$ cat config.mk
export PLATFORM = sky130hd
export DESIGN_NAME = seq_detect_multi
export DESIGN_NICKNAME = d
export VERILOG_FILES = /design/src/rtl/seq_det_pkg.sv /design/src/rtl/seq_det_chan.sv /design/src/rtl/seq_detect_multi.sv
export SDC_FILE = /design/constraint.sdc
export NUM_CORES = 1
export LEC_CHECK = 0
export CORE_MARGIN = 8
export CORE_UTILIZATION = 60
export CTS_CLUSTER_SIZE = 12
export DETAILED_ROUTE_END_ITERATION = 8
export HOLD_SLACK_MARGIN = 0.1
export PLACE_DENSITY_LB_ADDON = 0.3
export SKIP_CTS_REPAIR_TIMING = 1
export SYNTH_ARGS = -nofsm -noshare
export SYNTH_HDL_FRONTEND = slang
export SYNTH_SLANG_ARGS = --single-unit
$ cat constraint.sdc
create_clock -name Clk -period 4.78 [get_ports Clk]
set_input_delay 0.956 -clock Clk [delete_from_list [all_inputs] [get_ports Clk]]
set_output_delay 0.956 -clock Clk [all_outputs]
set_load 0.01 [all_outputs]
$ cat src/rtl/seq_det_pkg.sv
// ---------------------------------------------------------------------------
// seq_det_pkg
// Shared types and helpers for the multi-pattern serial sequence detector.
//   chan_state_t : per-channel FSM state
//   lw()         : width of a length field able to hold 0..W
//   clamp_len()  : limits a programmed length to the history depth
// ---------------------------------------------------------------------------
package seq_det_pkg;

   typedef enum logic [1:0] {
      DISABLED = 2'd0,
      FILLING  = 2'd1,
      ARMED    = 2'd2
   } chan_state_t;

   function automatic int lw(input int w);
      return $clog2(w + 1);
   endfunction

   function automatic int clamp_len(input int len, input int w);
      return (len > w) ? w : len;
   endfunction

endpackage

$ cat src/rtl/seq_det_chan.sv
// ---------------------------------------------------------------------------
// seq_det_chan
// One pattern channel: config registers, DISABLED/FILLING/ARMED FSM, fill
// counter, masked comparator against the next-history value and a
// saturating match counter.
// Ports:
//   Clk, Rst  : clock, synchronous active-high reset
//   i_we      : decoded config write strobe for this channel
//   i_pat     : pattern, i_pat[len-1] is the oldest bit
//   i_len     : pattern length (0 disables, clamped to W)
//   i_ovl     : 1 = overlapping matches
//   i_vld     : serial bit valid
//   i_hn      : next history value (newest bit in [0])
//   o_hit     : combinational match this cycle (feeds the sticky flag)
//   o_z       : registered one-cycle match pulse
//   o_cnt     : saturating match count
// ---------------------------------------------------------------------------
module seq_det_chan
   import seq_det_pkg::*;
#(
   parameter int W  = 8,
   parameter int CW = 8,
   parameter int LW = lw(W)
) (
   input  logic          Clk,
   input  logic          Rst,
   input  logic          i_we,
   input  logic [W-1:0]  i_pat,
   input  logic [LW-1:0] i_len,
   input  logic          i_ovl,
   input  logic          i_vld,
   input  logic [W-1:0]  i_hn,
   output logic          o_hit,
   output logic          o_z,
   output logic [CW-1:0] o_cnt
);

   chan_state_t   r_state;
   logic [W-1:0]  r_pat;
   logic [LW-1:0] r_len;
   logic          r_ovl;
   logic [LW-1:0] r_f;
   logic          r_z;
   logic [CW-1:0] r_cnt;

   logic [W-1:0]  w_mask;
   logic [LW-1:0] w_len_c;
   logic [LW-1:0] w_f_inc;
   logic          w_eq;
   logic          w_eval;

   assign w_len_c = LW'(clamp_len(int'(i_len), W));
   assign w_f_inc = r_f + LW'(1);

   // Only the low len bits of the history take part in the compare.
   always_comb begin
      w_mask = '0;
      for (int i = 0; i < W; i++) w_mask[i] = (i < int'(r_len));
   end

   assign w_eq   = (((i_hn ^ r_pat) & w_mask) == '0);
   // FILLING evaluates only on the bit that completes the window.
   assign w_eval = (r_state == ARMED) ||
                   ((r_state == FILLING) && (w_f_inc == r_len));
   // A config write in the same cycle masks any match on this channel.
   assign o_hit  = i_vld & ~i_we & w_eval & w_eq;

   always_ff @(posedge Clk) begin
      if (Rst) begin
         r_state <= DISABLED;
         r_pat   <= '0;
         r_len   <= '0;
         r_ovl   <= 1'b0;
         r_f     <= '0;
         r_z     <= 1'b0;
         r_cnt   <= '0;
      end else begin
         r_z <= o_hit;
         if (o_hit && (r_cnt != '1)) r_cnt <= r_cnt + 1'b1;
         if (i_we) begin
            r_pat   <= i_pat;
            r_len   <= w_len_c;
            r_ovl   <= i_ovl;
            r_f     <= '0;
            r_state <= (w_len_c == '0) ? DISABLED : FILLING;
         end else if (i_vld) begin
            case (r_state)
               FILLING: begin
                  if (w_eval && o_hit && !r_ovl) begin
                     r_f <= '0;
                  end else begin
                     r_f <= w_f_inc;
                     if (w_eval) r_state <= ARMED;
                  end
               end
               ARMED: begin
                  if (o_hit && !r_ovl) begin
                     r_f     <= '0;
                     r_state <= FILLING;
                  end
               end
               default: r_f <= '0;
            endcase
         end
      end
   end

   assign o_z   = r_z;
   assign o_cnt = r_cnt;

endmodule

$ cat src/rtl/seq_detect_multi.sv
// ---------------------------------------------------------------------------
// seq_detect_multi
// Multi-pattern serial sequence detector. One serial stream is shifted into
// a shared history register and compared by N independent channels.
// Ports:
//   Clk, Rst   : clock, synchronous active-high reset
//   w, w_vld   : serial bit and its qualifier
//   cfg_*      : channel configuration write (sel >= N ignored)
//   clr        : clears the sticky z_any flag (a same-cycle match wins)
//   z          : per-channel one-cycle match pulse
//   z_any      : sticky any-match flag
//   cnt        : per-channel saturating counts, channel i at [i*CW +: CW]
// ---------------------------------------------------------------------------
module seq_detect_multi
   import seq_det_pkg::*;
#(
   parameter  int W  = 8,
   parameter  int N  = 2,
   parameter  int CW = 8,
   localparam int LW = lw(W),
   localparam int SW = (N > 1) ? $clog2(N) : 1
) (
   input  logic            Clk,
   input  logic            Rst,
   input  logic            w,
   input  logic            w_vld,
   input  logic            cfg_we,
   input  logic [SW-1:0]   cfg_sel,
   input  logic [W-1:0]    cfg_pat,
   input  logic [LW-1:0]   cfg_len,
   input  logic            cfg_ovl,
   input  logic            clr,
   output logic [N-1:0]    z,
   output logic            z_any,
   output logic [N*CW-1:0] cnt
);

   logic [W-1:0]          r_hist;
   logic                  r_z_any;
   logic [W-1:0]          w_hn;
   logic [N-1:0]          w_we;
   logic [N-1:0]          w_hit;
   logic [N-1:0][CW-1:0]  w_cnt;

   assign w_hn = {r_hist[W-2:0], w};

   for (genvar g = 0; g < N; g++) begin : g_chan
      assign w_we[g] = cfg_we && (cfg_sel == SW'(g));
      seq_det_chan #(.W(W), .CW(CW), .LW(LW)) u_chan (
         .Clk   (Clk),
         .Rst   (Rst),
         .i_we  (w_we[g]),
         .i_pat (cfg_pat),
         .i_len (cfg_len),
         .i_ovl (cfg_ovl),
         .i_vld (w_vld),
         .i_hn  (w_hn),
         .o_hit (w_hit[g]),
         .o_z   (z[g]),
         .o_cnt (w_cnt[g])
      );
   end

   always_ff @(posedge Clk) begin
      if (Rst) begin
         r_hist  <= '0;
         r_z_any <= 1'b0;
      end else begin
         if (w_vld) r_hist <= w_hn;
         r_z_any <= (|w_hit) | (r_z_any & ~clr);
      end
   end

   assign z_any = r_z_any;
   assign cnt   = w_cnt;

endmodule
# Yosys cells after proc, flatten, opt, wreduce, memory -nomap -nowiden
# Index checks and enable logic that the tools add are counted.
# word_totals
register_bits,64
out_inout_bits,19
wordCells,119
# classes
add_sub_neg,4
n_lt_le_gt_ge,17
eq_ne,16
mux,20
bitwise_logic,16
reduce_logical,30
# ops
cell,count
$lt A3 B4 Y1 const A,8
$mux W2,10
$mux W4,5
$add A8 B1 Y8 const B,2
$and A8 B8 Y8,2
$logic_not A8 Y1,2
$lt A1 B4 Y1 const A,4
$lt A2 B4 Y1 const A,4
$ne A8 B8 Y1 const B,2
$pmux W4 S2,2
$xor A8 B8 Y8,2
$logic_and A1 B1 Y1,12
$ne A3 B2 Y1 const B,4
$reduce_and A5 Y1,2
$add A4 B1 Y4 const B,2
$eq A4 B4 Y1,2
$pmux W2 S2,2
$and A1 B1 Y1,7
$ne A3 B1 Y1 const B,2
$reduce_bool A3 Y1,2
$reduce_or A2 Y1,3
$eq A2 B1 Y1 const B,2
$eq A2 B2 Y1 const B,2
$gt A4 B4 Y1 const B,1
other kinds (9),17

# Depth between registers and ports, before layout
# depth
depth_word,12
ltp_mapped,9

# Cells and area by module
# From an unflattened synthesis, not the netlist that was laid out.
# hier_totals
cells_unflattened,359
hier_area_um2,3263.1
# by_module_without_submodules
mod,n_inst,cells_each,area_each_um2,seq_area_each_um2
seq_det_chan,2,165,1481.4,560.5
seq_detect_multi,1,29,300.3,160.2

# Worst setup path after synthesis
# No wires, ideal clock.
# synth_path
path_type,input -> register
start,in w
end,reg g_chan[1].u_chan.r_cnt[4]
setup_time_ns,0.123
arrival_ns,2.469
required_ns,4.657
setup_slack_ns,2.188
path_stages,8
path_cell_list,xnor2_1 -> o2bb2ai_1 -> a2111oi_2 -> o211a_1 -> and2_4 -> buf_6 -> nand4_1 -> mux2_1
# synth_via
elab_chain_len,5
# synth_rtl
item,line_no,rtl
"start, declared",seq_detect_multi.sv:25,"input logic w,"
$xor A8 B8 Y8,seq_det_chan.sv:61,assign w_eq = (((i_hn ^ r_pat) & w_mask) == '0);
$and A8 B8 Y8,seq_det_chan.sv:61,
$logic_not A8 Y1,seq_det_chan.sv:61,
$and A1 B1 Y1,seq_det_chan.sv:66,assign o_hit = i_vld & ~i_we & w_eval & w_eq;
$logic_and A1 B1 Y1,seq_det_chan.sv:79,if (o_hit && (r_cnt != '1)) r_cnt <= r_cnt + 1'b1;
"end signal, assigned",seq_det_chan.sv:79,
"end, declared",seq_det_chan.sv:44,logic [CW-1:0] r_cnt;
# No other way between the ends.
# A chain may end at the register's enable or synchronous reset.

# Worst setup path in the final report
# layout_path
start,in w_vld
end,reg g_chan[0].u_chan.r_f[1]
# layout_via
elab_chain_len,7
elab_cells_between_ends,10
cone_classes,1 x eq/ne; 2 x mux; 3 x bitwise; 4 x reduce/logical
# layout_rtl
item,line_no,rtl
"start, declared",seq_detect_multi.sv:26,"input logic w_vld,"
$and A1 B1 Y1 (3 in a row),seq_det_chan.sv:66,
$logic_and A1 B1 Y1 (2 in a row),seq_det_chan.sv:89,if (w_eval && o_hit && !r_ovl) begin
$mux W4,seq_det_chan.sv:89,
$pmux W4 S2,seq_det_chan.sv:87,case (r_state)
"end signal, assigned",seq_det_chan.sv:92,r_f <= w_f_inc;
"end, declared",seq_det_chan.sv:42,logic [LW-1:0] r_f;
# Several ways; a longest one is shown, not always the timed one.

==> qor.csv <==
stage;metric;value;unit
final_layout;stdcell_area;3790;um^2
timing;worst_pin_slew;0.826;ns
synthesis;synthArstFlopShare;0;%
timing;tns;0;ns
detailed_routing;wl_per_cell;15.2;um
synthesis;synthCells;382;
synthesis;ys_warn_count;0;
cts;clockBufferDepth;2;
die;start_util;62.4;%
detailed_routing;firstDrtPassIters;4;
place;numPortBuffers;38;
synthesis;synth-edff-count;0;
pwr;power.density;317;nW/um^2
pwr;p_leak;1.51;nW
place;dp_hpwl;5.29;mm
critical_path;worstSetupPathType;input port to flip-flop;
final_layout;syn2layout_area_growth;18.3;%
timing;slew_headroom;44.5;%
die;rows;26;
timing;rsz0062_at_grt;false;
synthesis;ys_seq_area_share;39.9;%
timing;finalCriticalPeriod;3.32;ns
synthesis;yosys.area_share.simple;24.4;%
pwr;finalPower;1.20;mW
cts;cts-root-buf;clkbuf_8;
die;dieWidth;89.1;um
cts;cts_tree;yes;
die;dieArea;7940;um^2
synthesis;syn_area_per_cell;8.40;um^2
timing;clock.fmax;301;MHz
die;coreArea;5140;um^2
grt;antenna_found_initial;0;
critical_path;start_kind;input port;
synthesis;synth_mux_area_share;3.82;%
cts;numCtsBuffers;9;
cts;path_clk_slew;0.07;ns
critical_path;slowest_delay;0.90;ns
final_layout;regArea;1280;um^2
detailed_routing;avgViaCountPerCell;5.62;
outcome;status;complete, no violations;
grt;grt_usage;20.3;%
grt;grt_pass1_wl;12.6;mm
timing;period_share;69.5;%
synthesis;synthFlopType;dfxtp_1;
critical_path;critPathLaunch;w_vld;
final_layout;final_cell_mix;nand2_1 (64), dfxtp_1 (64), nor2_1 (39);
critical_path;r2r_start;g_chan[0].u_chan.r_f[0];
detailed_routing;drc;0;
timing;skew;0.00766;ns
detailed_routing;drt_iter0_drc;179;
grt;grt_start_max_net_pins;46;
timing;drv_slew;0;
cts;htree_levels;3;
synthesis;synthAdderAreaFrac;3.12;%
pwr;vdd_drop_max;0.000245;V
final_layout;antenna_cells;0;
synthesis;synth_cell_types;52;
detailed_routing;routed_wl;7.46;mm
synthesis;synth_seq_cells;64;
critical_path;required;5.02;ns
final_layout;fillers;416;
final_layout;fin_nets;443;
detailed_routing;via_count;2755;
min_path;min_from;g_chan[1].u_chan.r_pat[5];
timing;hold_violations;0;
final_layout;drive_above_1_share;6.19;%
critical_path;crit_slowest_cell;clkdlybuf4s50_1;
critical_path;crit_chain;clkdlybuf4s50_1 > inv_1 > a211oi_1 > o221ai_2 > nor4_1 > nor4b_1 > a21o_1;
cts;clk-insertion-delay-late;0.34;ns
detailed_routing;ant_nets;0;
critical_path;worstSetupEndpointType;flip-flop;
synthesis;synth_top_family_by_area;simple AND/OR/NAND/NOR gates;
place;gp_congestion;0.880;
synthesis;synth_xor_area_share;10.6;%
grt;grt_pass1_vias;2696;
grt;gr-total-overflow;0;
min_path;hp-class;flip-flop to flip-flop;
synthesis;netlist_area;3210;um^2
job;cap_violations;0;
die;die_h;89.1;um
die;ioPinCount;39;
synthesis;synth_compound_area_share;13.6;%
final_layout;multi_input_area;1780;um^2
cts;clock_sinks;64;
timing;whs;0.470;ns
synthesis;synth.net_count;410;
place;placed_area;3580;um^2
critical_path;critPathMaxFanout;14;
timing;setup_viol;0;
critical_path;cp.arrival;3.57;ns
## final timing paths
path	cells past startpoint	slack, ns	to
setup reg to reg	7	2.27	g_chan[0].u_chan.r_f[1]
hold reg to reg	2	0.47	g_chan[1].u_chan.r_pat[5]
setup / recovery	7	1.46	g_chan[0].u_chan.r_f[1]
hold / removal	2	0.47	g_chan[1].u_chan.r_pat[5]
## through the flow
step / worst slack [ns] / utilization, % / instances
after floorplan: 2.19 / - / 382
after global placement: 1.33 / 69.6 / 474
after detailed placement: 1.19 / 69.6 / 474
after CTS: 1.52 / 73.8 / 490
after global routing: 1.31 / 73.8 / 490
final: 1.46 / 73.8 / 490
## critical path: cells and delay by family
kind                   cells  cell delay (ns)
and+or+nand+nor            2             0.89
buffers and inverters      2             1.07
AOI/OAI and AO/OA          3             0.65
## final cells by class
cell class	instances	area share (%)
Multi-Input combinational cell	291	47.0
Sequential cell	64	33.8
Timing Repair Buffer	40	10.3
Clock buffer	9	3.26
Clock inverter	7	2.51
Tap cell	70	2.31
Inverter	9	0.890
## cell usage after synthesis, types with 2 or more instances
library cell / number / area (um^2)
a31oi_1: 2 / 12.5
inv_1: 9 / 33.8
and3_1: 4 / 25.0
clkbuf_1: 10 / 37.5
xor2_1: 22 / 193
nor2b_1: 5 / 31.3
o211a_1: 2 / 20.0
xnor2_1: 17 / 149
nand2_1: 64 / 240
mux2_1: 2 / 22.5
ha_1: 8 / 100
nor3_1: 5 / 25.0
or3_1: 4 / 25.0
and2_1: 3 / 18.8
nand3b_1: 3 / 22.5
nand3_1: 10 / 50.1
dfxtp_1: 64 / 1280
buf_6: 4 / 45.0
o21ai_0: 5 / 25.0
mux2i_1: 10 / 100
nand2b_1: 6 / 37.5
a211oi_1: 4 / 30.0
nor2_1: 39 / 146
a21oi_1: 38 / 190
buf_4: 3 / 22.5
a21o_1: 5 / 37.5
nor4_1: 2 / 12.5
nand4_1: 8 / 50.1
## power by group
group          switching, mW  internal (mW)
Clock                  0.219          0.294
Combinational         0.0728         0.0542
Sequential            0.0144          0.548
Total                  0.306          0.896
## flip-flops by register name (all words and copies together), names as in the netlist, 2 cells and up
| register | flops |
|---|---|
| g_chan.u_chan.r_pat | 16 |
| g_chan.u_chan.r_len | 8 |
| g_chan.u_chan.o_cnt | 16 |
| g_chan.u_chan.r_f | 8 |
| g_chan.u_chan.r_state | 4 |
| r_hist | 7 |
| g_chan.u_chan.o_z | 2 |
| g_chan.u_chan.r_ovl | 2 |
## cell families after synthesis
| kind of cell | count (synthesis) |
|---|---|
| simple gates | 163 |
| flops | 64 |
| xor+xnor | 39 |
| compound gates | 69 |
| mux | 12 |
| fa+ha+maj | 8 |
| buf+inv | 27 |
## layer usage
layer | wire length (um) | global-route usage [%]
met1 | 3360 | 25.0
met2 | 3610 | 33.9
met3 | 379 | 3.95
met4 | 104 | 8.31
met5 | 0 | 0
(Power assumes the default switching activity.)
